`src/rtl/uart_pkg.sv`:
```
// Shared UART definitions: FSM state encoding (common with the transmitter)
// and the clocks-per-bit calculation.
package uart_pkg;

  typedef enum logic [2:0] {
    IDLE    = 3'd0,
    START   = 3'd1,
    DATA    = 3'd2,
    STOP    = 3'd3,
    CLEANUP = 3'd4
  } uart_state_e;

  function automatic int clk_per_bit(input int clock_rate, input int baud_rate);
    return clock_rate / baud_rate;
  endfunction

endpackage

```
`src/rtl/uart_sync.sv`:
```
// Two-flop synchronizer for the asynchronous serial line; resets to the
// idle (high) level so no false start bit is seen after reset.
module uart_sync (
  input  logic i_clk,
  input  logic i_rst_n,
  input  logic i_d,
  output logic o_q
);

  logic r_meta;
  logic r_sync;

  always_ff @(posedge i_clk) begin
    if (!i_rst_n) begin
      r_meta <= 1'b1;
      r_sync <= 1'b1;
    end else begin
      r_meta <= i_d;
      r_sync <= r_meta;
    end
  end

  assign o_q = r_sync;

endmodule

```
`src/rtl/uart_rx.sv`:
```
// UART receiver: start/data/stop framing with mid-bit sampling of the
// synchronized line, one-cycle dv / frame_err pulses.
//
// state   | meaning
// IDLE    | line idle, waiting for a low level
// START   | half bit, confirm start bit still low
// DATA    | sample DATA_WIDTH data bits, LSB first
// STOP    | sample stop bit, report dv or frame_err
// CLEANUP | wait for the line to return high
module uart_rx
  import uart_pkg::*;
#(
  parameter int CLOCK_RATE = 100_000_000,
  parameter int BAUD_RATE  = 115_200,
  parameter int DATA_WIDTH = 8
) (
  input  logic                  clk,
  input  logic                  rst_n,
  input  logic                  rx,
  output logic [DATA_WIDTH-1:0] data,
  output logic                  dv,
  output logic                  frame_err,
  output logic                  active
);

  localparam int CPB   = clk_per_bit(CLOCK_RATE, BAUD_RATE);
  localparam int CNT_W = $clog2(CPB);
  localparam int BIT_W = $clog2(DATA_WIDTH) + 1;

  localparam logic [CNT_W-1:0] HALF_LAST = CNT_W'(CPB / 2 - 1);
  localparam logic [CNT_W-1:0] FULL_LAST = CNT_W'(CPB - 1);
  localparam logic [BIT_W-1:0] BIT_LAST  = BIT_W'(DATA_WIDTH - 1);

  if (CPB < 4) begin : g_rate_check
    $error("uart_rx: CLOCK_RATE/BAUD_RATE must be at least 4");
  end

  logic                  w_rx_s;
  uart_state_e           r_state;
  logic [CNT_W-1:0]      r_clk_cnt;
  logic [BIT_W-1:0]      r_bit_cnt;
  logic [DATA_WIDTH-1:0] r_shift;
  logic [DATA_WIDTH-1:0] r_data;
  logic                  r_dv;
  logic                  r_frame_err;
  logic                  r_active;

  uart_sync u_sync (
    .i_clk   (clk),
    .i_rst_n (rst_n),
    .i_d     (rx),
    .o_q     (w_rx_s)
  );

  always_ff @(posedge clk) begin
    if (!rst_n) begin
      r_state     <= IDLE;
      r_clk_cnt   <= '0;
      r_bit_cnt   <= '0;
      r_shift     <= '0;
      r_data      <= '0;
      r_dv        <= 1'b0;
      r_frame_err <= 1'b0;
      r_active    <= 1'b0;
    end else begin
      r_dv        <= 1'b0;
      r_frame_err <= 1'b0;
      case (r_state)
        IDLE: begin
          r_clk_cnt <= '0;
          r_bit_cnt <= '0;
          if (!w_rx_s) begin
            r_state  <= START;
            r_active <= 1'b1;
          end
        end
        START: begin
          if (r_clk_cnt == HALF_LAST) begin
            r_clk_cnt <= '0;
            if (!w_rx_s) begin
              r_state <= DATA;
            end else begin
              r_state  <= IDLE;
              r_active <= 1'b0;
            end
          end else begin
            r_clk_cnt <= r_clk_cnt + 1'b1;
          end
        end
        DATA: begin
          if (r_clk_cnt == FULL_LAST) begin
            r_clk_cnt <= '0;
            // Right shift: after DATA_WIDTH bits the first bit lands in the LSB
            r_shift   <= {w_rx_s, r_shift[DATA_WIDTH-1:1]};
            if (r_bit_cnt == BIT_LAST) begin
              r_bit_cnt <= '0;
              r_state   <= STOP;
            end else begin
              r_bit_cnt <= r_bit_cnt + 1'b1;
            end
          end else begin
            r_clk_cnt <= r_clk_cnt + 1'b1;
          end
        end
        STOP: begin
          if (r_clk_cnt == FULL_LAST) begin
            r_clk_cnt <= '0;
            r_state   <= CLEANUP;
            if (w_rx_s) begin
              r_data <= r_shift;
              r_dv   <= 1'b1;
            end else begin
              r_frame_err <= 1'b1;
            end
          end else begin
            r_clk_cnt <= r_clk_cnt + 1'b1;
          end
        end
        CLEANUP: begin
          if (w_rx_s) begin
            r_state  <= IDLE;
            r_active <= 1'b0;
          end
        end
        default: begin
          r_state   <= IDLE;
          r_active  <= 1'b0;
          r_clk_cnt <= '0;
          r_bit_cnt <= '0;
        end
      endcase
    end
  end

  assign data      = r_data;
  assign dv        = r_dv;
  assign frame_err = r_frame_err;
  assign active    = r_active;

endmodule

```
`config.mk`:
```
export PLATFORM = sky130hd
export DESIGN_NAME = uart_rx
export DESIGN_NICKNAME = d
export VERILOG_FILES = /design/src/rtl/uart_pkg.sv /design/src/rtl/uart_sync.sv /design/src/rtl/uart_rx.sv
export SDC_FILE = /design/constraint.sdc
export NUM_CORES = 1
export LEC_CHECK = 0
export CAP_MARGIN = 20
export CORE_MARGIN = 2
export CORE_UTILIZATION = 57
export DETAILED_ROUTE_END_ITERATION = 7
export GPL_TIMING_DRIVEN = 0
export PLACE_DENSITY = 0.78
export SKIP_LAST_GASP = 1
export SYNTH_ARGS = -nofsm -noshare
export SYNTH_HDL_FRONTEND = slang
export SYNTH_HIERARCHICAL = 1
export SYNTH_SLANG_ARGS = --single-unit
```
`constraint.sdc`:
```
create_clock -name clk -period 2.95 [get_ports clk]
set_clock_uncertainty 0.05 [all_clocks]
set_input_delay 0.59 -clock clk [delete_from_list [all_inputs] [get_ports clk]]
set_output_delay 0.59 -clock clk [all_outputs]
set_load 0.03 [all_outputs]
```
==> results.sh, run 1 <==
export IMPL_drcViolationCount=0
export IMPL_dieWidth_um=60.3
export IMPL_dieHeight_um=60.3
export IMPL_timing_worst_slew_pin_value_ns=0.780
export IMPL_largest_fanout_of_any_net_on_the_critical_path=8
export IMPL_report_final_hold_viol_count=0
export IMPL_hp_start="u_sync/r_meta$_SDFF_PN1_"
export IMPL_timing_rr_start="r_clk_cnt[0]$_SDFFE_PN0N_"
export IMPL_detail_route_first_pass_iterations=4
export IMPL_ys_seq_elements=38
export IMPL_routabilityCongestion=0.838
export IMPL_vias=1525
export IMPL_grt_start_max_net_pins=14
export IMPL_placementRows=20
export IMPL_grt_util_all_layers_pct=24.6
export IMPL_portBuffers=13
export IMPL_synthArstFlopShare_pct=0
export IMPL_clk_insertion_delay_late_ns=0.36
export IMPL_post_cts_repair_setup_buffers=0
export IMPL_cts_hold_repair_buffers=0
export IMPL_timing_critical_path_from_type="flip-flop"
export IMPL_cts_h_tree_depth=2
export IMPL_clock_tree_buffer_depth=2
export IMPL_critical_path_class="reg -> reg"
export IMPL_clock_tree_from_tritoncts="built"
export IMPL_layout_nets=220
export IMPL_setup_worst_path_start="r_clk_cnt[0]$_SDFFE_PN0N_"
export IMPL_dp_hpwl_mm=2.79
export IMPL_crit_path_end="r_shift[6]$_SDFFE_PN0P_"
export IMPL_arrival_time_at_the_worst_endpoint_ns=2.73
export IMPL_wirelength_mm=3.90
export IMPL_floorplan_initialDensity_pct=59.7
export IMPL_max_cap_viol_count=0
export IMPL_clk_pin_slew_worst_setup_hold_paths_ns=0.12
export IMPL_yosysSeqAreaShare_pct=42.1
export IMPL_timing_setup_tns_ns=0
export IMPL_regToRegEndpoint="r_shift[6]$_SDFFE_PN0P_"
export IMPL_synth_area_leaders="sky130_fd_sc_hd__dfxtp_1 42%, sky130_fd_sc_hd__mux2i_1 9.4%, sky130_fd_sc_hd__nor2_1 6.0%"
export IMPL_dieArea_um2=3640
export IMPL_globalRouteOverflowTotal=0
export IMPL_yosys_warnings=6
export IMPL_worstRegToRegCells=5
export IMPL_drv_slew=0
export IMPL_period_minus_slack_ns=2.53
export IMPL_dr_first_iter_drc_count=102
export IMPL_synthToLayoutAreaGrowth_pct=16.1
export IMPL_ant_nets=0
export IMPL_cts_buffers=5
export IMPL_synth_largest_area_cell="sky130_fd_sc_hd__dfxtp_1"
export IMPL_hold_slack_ns=0.371
export IMPL_synth_most_common_cell="sky130_fd_sc_hd__dfxtp_1"
export IMPL_avgRoutedWirePerCell_um=15.0
export IMPL_cts_resized_gates=0
export IMPL_number_of_antenna_violations_at_the_first_check_in_global_routing=0
export IMPL_synth_distinct_cells=51
export IMPL_core_area_um2=3030
export IMPL_grt_pass1_vias=1407
export IMPL_grt_pass1_wl_mm=6.53
export IMPL_grt_setup_unrepaired="no"
export IMPL_dominantRegCellSynth="sky130_fd_sc_hd__dfxtp_1"
export IMPL_final_count_of_negative_setup_slack_endpoints=0
export IMPL_fmaxAchievable_ghz=0.395
export IMPL_post_synth_top_area_fraction_pct=42.1
export IMPL_final_period_utilization_pct=85.9
export IMPL_route_detailed_vias_per_inst=5.89
export IMPL_power_density_nw_per_um2=536
export IMPL_ir_worst_vdd_mv=0.357
export IMPL_critical_path_endpoint_type="flip-flop"
export IMPL_synth_edff_count=0
export IMPL_status="completed"
export IMPL_cts_sinks=38
export IMPL_max_slew_margin_pct=47.6
export IMPL_mappedNetlistNets=200
export IMPL_syn_cell_area_um2=1810
export IMPL_cp_data_required_time_ns=3.15
export IMPL_diodes=0
export IMPL_clockRootBuffer="sky130_fd_sc_hd__clkbuf_4"
export IMPL_drive_above_1_share_pct=8.37
export IMPL_boundaryPins=14
export IMPL_post_layout_power_uw=1130
export IMPL_p_leak_uw=0.000747
export IMPL_synthesis_instances=194
export IMPL_flop_to_flop_setup_slack_ns=0.42
export IMPL_hold_class="reg -> reg"
export IMPL_syn_area_per_cell_um2=9.32
export IMPL_cell_types_with_the_highest_counts_after_synthesis="38 x sky130_fd_sc_hd__dfxtp_1, 29 x sky130_fd_sc_hd__nor2_1, 17 x sky130_fd_sc_hd__mux2i_1, 9 x sky130_fd_sc_hd__nand2_1"
[worst min path at each step]
| stage | cells past startpoint | to | slack, ns |
|---|---|---|---|
| final | 1 | u_sync/o_q$_SDFF_PN1_ | 0.37 |
| after global routing | 1 | u_sync/o_q$_SDFF_PN1_ | 0.40 |
| after CTS | 1 | u_sync/o_q$_SDFF_PN1_ | 0.38 |
| after detailed placement | 1 | u_sync/o_q$_SDFF_PN1_ | 0.34 |
| after global placement | 1 | u_sync/o_q$_SDFF_PN1_ | 0.35 |
| after floorplan | 1 | u_sync/o_q$_SDFF_PN1_ | 0.34 |
[per-stage QoR]
| stage | instance area, um2 | setup WS (ns) | cells | utilization (%) |
|---|---|---|---|---|
| finish | 2100 | 0.417 | 259 | 69.3 |
| global route | 2100 | 0.229 | 259 | 69.3 |
| CTS | 2100 | 0.439 | 259 | 69.3 |
| detailed placement | 1990 | 0.459 | 251 | 65.8 |
| global placement | 1990 | 0.578 | 251 | 65.8 |
| floorplan | 1810 | 0.857 | 194 | - |
[logic make-up after synthesis]
family | share of synthesized area [%]
buffers and inverters | 3.32
xor gates and xnor gates | 3.39
muxes | 9.41
adders and majority gates | 2.08
AOI/OAI and AO/OA | 12.4
DFF | 42.1
and+or+nand+nor | 27.3
[state kept, by name, summed over array words and instances, names as in the netlist]
signal,flops
u_sync/r_meta,1
r_shift,8
data,8
active,1
frame_err,1
r_bit_cnt,4
dv,1
u_sync/o_q,1
r_state,3
r_clk_cnt,10
[area by class of cell]
class                   instances  area (um2)
multi-input cells             142         987
fillers                       236         928
flip-flops and latches         38         761
repair buffers                 13         130
clock inverters                 3        68.8
well taps                      44        55.1
clock buffers                   5        37.5
plain buffers                   8        37.5
inverters                       6        22.5
[critical path: stages, from the launching register on]
cell and delay, ns:
sky130_fd_sc_hd__dfxtp_1 0.41, sky130_fd_sc_hd__ha_1 0.24, sky130_fd_sc_hd__nor4bb_1 0.69, sky130_fd_sc_hd__nand4_1 0.63, sky130_fd_sc_hd__mux2i_1 0.32, sky130_fd_sc_hd__nor2_1 0.07
[power breakdown]
group | switching (uW) | internal [uW] | total (uW) | leakage (uW)
Clock | 183 | 265 | 448 | 0.0000554
Sequential | 11.9 | 524 | 536 | 0.000307
Combinational | 83.4 | 58.0 | 141 | 0.000385
[cell usage in the layout, fill, tap and decap left out, types with 2 or more instances in the layout]
cell                              synthesis  layout
sky130_fd_sc_hd__dfxtp_1                 38      38
sky130_fd_sc_hd__nor2_1                  29      29
sky130_fd_sc_hd__mux2i_1                 17      17
sky130_fd_sc_hd__clkdlybuf4s50_1          0      13
sky130_fd_sc_hd__nand2_1                  9       9
sky130_fd_sc_hd__clkbuf_1                 7       7
sky130_fd_sc_hd__nand4_1                  7       7
sky130_fd_sc_hd__xnor2_1                  7       7
sky130_fd_sc_hd__a21oi_1                  7       7
sky130_fd_sc_hd__inv_1                    5       5
sky130_fd_sc_hd__nand2b_1                 5       5
sky130_fd_sc_hd__nor3b_1                  5       5
sky130_fd_sc_hd__o21ai_0                  5       5
sky130_fd_sc_hd__clkbuf_4                 0       5
sky130_fd_sc_hd__nand4b_1                 3       3
sky130_fd_sc_hd__a31oi_1                  3       3
sky130_fd_sc_hd__nand3_1                  3       3
sky130_fd_sc_hd__ha_1                     3       3
sky130_fd_sc_hd__or3_1                    2       2
sky130_fd_sc_hd__and4_1                   2       2
sky130_fd_sc_hd__or4b_2                   2       2
sky130_fd_sc_hd__nor4b_1                  2       2
sky130_fd_sc_hd__nor3_1                   2       2
sky130_fd_sc_hd__nor2b_1                  2       2
sky130_fd_sc_hd__bufinv_16                0       2
[layer usage]
metal / vias to the layer above / share of wire (%) / global-route usage [%]
met1: 729 / 43 / 31.4
met3: 12 / 5.6 / 5.63
met5: - / 0 / 0
met2: 36 / 48 / 38.8
li1: 748 / - / -
met4: 0 / 2.4 / 12.4
Note: power is estimated with default switching activity, not from simulation.
==> inputs of run 2 (changes only) <==
--- a/config.mk
+++ b/config.mk
@@ -10,6 +10,7 @@
 export CORE_UTILIZATION = 57
 export DETAILED_ROUTE_END_ITERATION = 7
 export GPL_TIMING_DRIVEN = 0
+export HOLD_SLACK_MARGIN = 0.1
 export PLACE_DENSITY = 0.78
 export SKIP_LAST_GASP = 1
 export SYNTH_ARGS = -nofsm -noshare
==> results of run 2 <==
No change in the layout: final DEF, timing and power equal those of run 1.
==> inputs of run 3 (changes only) <==
--- a/config.mk
+++ b/config.mk
@@ -11,7 +11,7 @@
 export DETAILED_ROUTE_END_ITERATION = 7
 export GPL_TIMING_DRIVEN = 0
 export HOLD_SLACK_MARGIN = 0.1
-export PLACE_DENSITY = 0.78
+export PLACE_DENSITY = 0.86
 export SKIP_LAST_GASP = 1
 export SYNTH_ARGS = -nofsm -noshare
 export SYNTH_HDL_FRONTEND = slang
==> run 3 against run 2 <==
Cell area shrank 1.4%; count of clock-buffer cells in the layout is the same; global-route usage shrank 0.31 points; setup slack lost 0.051 ns; maximum frequency shrank 2.0%; sequential cell count is the same; register-to-register slack lost 0.05 ns; via count shrank 0.26%; first-iteration DRC count grew 4.9%; combinational power is essentially flat; sequential power is essentially flat; non-clock buffer count is the same; critical path type unchanged.
==> results.sh, run 3 (synthesis results as in run 1) <==
export IMPL_dieHeight_um=60.3
export IMPL_dp_hpwl_mm=2.80
export IMPL_placementRows=20
export IMPL_clock_tree_from_tritoncts="built"
export IMPL_final_setup_worst_slack_ns=0.366
export IMPL_largest_register_ffs=10
export IMPL_final_instance_area_um2=2070
export IMPL_min_delay_worst_endpoint="u_sync/o_q$_SDFF_PN1_"
export IMPL_clock_tree_buffer_depth=2
export IMPL_vias=1521
export IMPL_detail_route_first_pass_iterations=4
export IMPL_cp_data_required_time_ns=3.12
export IMPL_diodes=0
export IMPL_cts_buffers=5
export IMPL_worstRegToRegCells=5
export IMPL_worstHoldPathCells=1
export IMPL_clk_pin_slew_worst_setup_hold_paths_ns=0.12
export IMPL_number_of_antenna_violations_at_the_first_check_in_global_routing=0
export IMPL_placed_cell_area_um2=1990
export IMPL_mostFrequentLayoutCells="38 x sky130_fd_sc_hd__dfxtp_1, 29 x sky130_fd_sc_hd__nor2_1, 17 x sky130_fd_sc_hd__mux2i_1"
export IMPL_portBuffers=13
export IMPL_floorplan_initialDensity_pct=59.7
export IMPL_ir_worst_vdd_mv=0.360
export IMPL_timing_rr_start="r_clk_cnt[0]$_SDFFE_PN0N_"
export IMPL_p_leak_uw=0.000737
export IMPL_route_detailed_vias_per_inst=5.87
export IMPL_arrival_time_at_the_worst_endpoint_ns=2.76
export IMPL_fmaxAchievable_ghz=0.387
export IMPL_max_cap_viol_count=0
export IMPL_timing_setup_tns_ns=0
export IMPL_largest_fanout_of_any_net_on_the_critical_path=8
export IMPL_clockRootBuffer="sky130_fd_sc_hd__clkbuf_4"
export IMPL_grt_setup_unrepaired="no"
export IMPL_post_cts_repair_setup_buffers=0
export IMPL_multi_input_comb_area_um2=987
export IMPL_final_count_of_negative_setup_slack_endpoints=0
export IMPL_grt_pass1_vias=1527
export IMPL_dr_first_iter_drc_count=107
export IMPL_hold_class="reg -> reg"
export IMPL_power_density_nw_per_um2=493
export IMPL_grt_start_max_net_pins=13
export IMPL_flop_to_flop_setup_slack_ns=0.37
export IMPL_cts_h_tree_depth=2
export IMPL_avgRoutedWirePerCell_um=14.3
export IMPL_drv_slew=0
export IMPL_n_fill_cell=247
export IMPL_final_common_cell="sky130_fd_sc_hd__dfxtp_1"
export IMPL_drive_above_1_share_pct=8.37
export IMPL_wirelength_mm=3.71
export IMPL_synthToLayoutAreaGrowth_pct=14.5
export IMPL_period_minus_slack_ns=2.58
export IMPL_core_area_um2=3030
export IMPL_layout_nets=220
export IMPL_final_period_utilization_pct=87.6
export IMPL_timing_worst_slew_pin_value_ns=0.779
export IMPL_timing_critical_path_from_type="flip-flop"
export IMPL_globalRouteOverflowTotal=0
export IMPL_drcViolationCount=0
export IMPL_cts_hold_repair_buffers=0
export IMPL_max_slew_margin_pct=47.3
export IMPL_critical_path_class="reg -> reg"
export IMPL_post_place_ws_ns=0.410
export IMPL_register_containing_the_most_flip_flops_in_the_final_layout="r_clk_cnt"
export IMPL_cts_sinks=38
export IMPL_hp_start="u_sync/r_meta$_SDFF_PN1_"
export IMPL_cts_resized_gates=0
export IMPL_critical_path_endpoint_type="flip-flop"
export IMPL_regToRegEndpoint="r_shift[4]$_SDFFE_PN0P_"
export IMPL_grt_util_all_layers_pct=24.3
export IMPL_ant_nets=0
export IMPL_clk_insertion_delay_late_ns=0.35
export IMPL_dieWidth_um=60.3
export IMPL_seq_area_um2=761
export IMPL_routabilityCongestion=0.846
export IMPL_status="completed"
export IMPL_grt_pass1_wl_mm=6.48
export IMPL_report_final_hold_viol_count=0
export IMPL_boundaryPins=14
export IMPL_dieArea_um2=3640
[run 3: cell types whose count changed in the layout (fill, tap and decap cells not counted)]
cell and delta:
sky130_fd_sc_hd__clkinv_4 -1, sky130_fd_sc_hd__bufinv_16 -1, sky130_fd_sc_hd__clkinv_2 +2
[run 3: how the worst max path moves through the flow]
| stage | endpoint | slack, ns | from | depth (start not counted) |
|---|---|---|---|---|
| 2_1_floorplan | data[5]$_SDFFE_PN0P_ | 0.86 | r_clk_cnt[0]$_SDFFE_PN0N_ | 5 |
| 3_3_place_gp | r_shift[4]$_SDFFE_PN0P_ | 0.53 | r_clk_cnt[0]$_SDFFE_PN0N_ | 5 |
| 3_5_place_dp | r_shift[4]$_SDFFE_PN0P_ | 0.41 | r_clk_cnt[0]$_SDFFE_PN0N_ | 5 |
| 4_1_cts | r_shift[4]$_SDFFE_PN0P_ | 0.37 | r_clk_cnt[0]$_SDFFE_PN0N_ | 5 |
| 5_1_grt | r_shift[0]$_SDFFE_PN0P_ | 0.22 | r_clk_cnt[0]$_SDFFE_PN0N_ | 5 |
| 6_report | r_shift[4]$_SDFFE_PN0P_ | 0.37 | r_clk_cnt[0]$_SDFFE_PN0N_ | 5 |
[run 3: power by group]
group / internal, uW / switching [uW]
clock: 176 / 171
sequential: 524 / 11.7
combinational: 57.9 / 81.0
[run 3: cell type report]
class	count	share of cell area, %
Clock inverter	3	1.93
Inverter	6	1.09
Tap cell	44	2.66
Clock buffer	5	1.81
Multi-Input combinational cell	142	47.7
Buffer	8	1.81
Timing Repair Buffer	13	6.28
Sequential cell	38	36.7
[run 3: routing by layer]
layer	GRT usage [%]	routed length [um]
met1	25.9	1570
met2	42.9	1910
met3	7.79	152
met4	11.7	76
met5	0	0
[run 3: critical path: stages, from the launching register on]
cell and delay, ns:
sky130_fd_sc_hd__dfxtp_1 0.42, sky130_fd_sc_hd__ha_1 0.25, sky130_fd_sc_hd__nor4bb_1 0.72, sky130_fd_sc_hd__nand4_1 0.63, sky130_fd_sc_hd__mux2i_1 0.32, sky130_fd_sc_hd__nor2_1 0.07
[run 3: metrics by stage]
| step | std cells | hold slack, ns | util, % | power (uW) |
|---|---|---|---|---|
| global route | 259 | 0.424 | 68.4 | 1070 |
| floorplan | 194 | 0.336 | - | 652 |
| global placement | 251 | 0.341 | 65.8 | 679 |
| finish | 259 | 0.387 | 68.4 | 1020 |
| CTS | 259 | 0.398 | 68.4 | 1030 |
| detailed placement | 251 | 0.360 | 65.8 | 685 |
==> variant (flow settings as in run 2) <==
The 5 states of `uart_state_e` get a Gray code encoding in 3 bits.
--- a/src/rtl/uart_pkg.sv
+++ b/src/rtl/uart_pkg.sv
@@ -5,7 +5,7 @@
   typedef enum logic [2:0] {
-    IDLE    = 3'd0,
-    START   = 3'd1,
-    DATA    = 3'd2,
-    STOP    = 3'd3,
-    CLEANUP = 3'd4
+    IDLE    = 3'b000,
+    START   = 3'b001,
+    DATA    = 3'b011,
+    STOP    = 3'b010,
+    CLEANUP = 3'b110
   } uart_state_e;
Function: same outputs for any inputs over 10 cycles, from zero or initial values and one cycle with rst_n low; not proved beyond that.
==> variant against run 2 <==
- cell area is 3.2% lower
- sequential cell count did not move
- area after synthesis decreased by 1.7%
- wire length decreased by 8.5%
- worst setup slack gained 0.50 ns
- combinational power up 28%
- power down 4.3%
- register-to-register slack better by 0.65 ns
- die area decreased by 1.6%
==> variant: results (changes against run 2) <==
first-pass GRT wire length 6.00 mm (-8.2%); Peak supply drop 0.387 mV (+8.3%); Netlist cell types 45 (-12%); Post-layout nets 216 (-1.8%); hpwl dp 2.55 mm (-8.5%); worst-path fanout max 2 (-6); family with the most delay on the worst path buffers and inverters; per-cell routed wire length 14.6 um (-2.8%); post-synthesis compound-gate area fraction 0.139 (+0.0155); LEAKAGE 0.847 nW (+13%); most frequent cells after synthesis dfxtp_1, nor2_1, mux2i_1; CP arrival 1.39 ns (-1.34 ns); synth top area cells dfxtp_1, mux2i_1, nor2_1; vias in the first global route 1,302 (-7.5%); status completed; Rel. slew slack 0.641 (+0.165); vias per inst 5.85 (-0.60%); Initial DRC Count 52 (-49%); Seq/Total Area, Yosys 0.428 (+0.00711); Adder-Cell Fraction of Synth Area 0.0211 (+0.000351); mux contribution to synthesized area 0.101 (+0.00722); XOR/XNOR share of the synthesized area 0.0246 (-0.00928); share of layout cells above drive strength 1 0.123 (+0.0395); slowest CP cell clkdlybuf4s50_1; Mapped Nets 196 (-2.0%); Final Wtd Congestion 0.890 (+6.2%)
variant: logic make-up after synthesis:
logic type | Yosys count
AND/OR/NAND/NOR | 77
multiplexers | 18
buffers and inverters | 17
AO/OA/AOI/OAI | 32
adder cells (fa/ha/maj) | 3
flip-flops | 38
XOR/XNOR | 5
variant: through the flow:
| step | utilization | instances | worst slack [ns] | hold WS, ns |
|---|---|---|---|---|
| 4_1_cts | 0.677 | 244 | 0.908 | 0.385 |
| 6_report | 0.677 | 244 | 0.919 | 0.384 |
| 2_1_floorplan | - | 190 | 1.24 | 0.336 |
| 5_1_grt | 0.677 | 244 | 0.847 | 0.433 |
| 3_5_place_dp | 0.649 | 236 | 0.884 | 0.359 |
| 3_3_place_gp | 0.649 | 236 | 0.930 | 0.343 |
variant: per-layer routing:
layer | wire [um] | GRT usage | up-vias
met5 | 0 | 0 | -
met4 | 30 | 0.0635 | 0
met3 | 143 | 0.0649 | 3
met2 | 1740 | 0.373 | 32
met1 | 1650 | 0.278 | 673
li1 | - | - | 720
variant: worst paths after layout:
kind,startpoint,to,slack (ns),cells after the start
hold / removal,u_sync/r_meta,u_sync/o_q,0.38,1
hold reg to reg,u_sync/r_meta,u_sync/o_q,0.38,1
setup reg to reg,r_clk_cnt[0],r_clk_cnt[6],1.07,5
setup / recovery,data[1],data[1],0.92,1
variant: final cells by class:
class | instances | area (um2)
plain buffers | 8 | 37.5
flip-flops and latches | 38 | 761
clock buffers | 5 | 37.5
inverters | 9 | 33.8
well taps | 33 | 41.3
fillers | 240 | 971
multi-input cells | 135 | 946
repair buffers | 13 | 130
clock inverters | 3 | 45.0
variant: report_power, final:
| part | internal, mW | switching [mW] |
|---|---|---|
| Sequential | 0.529 | 0.0118 |
| Clock | 0.178 | 0.180 |
| Combinational | 0.0704 | 0.109 |
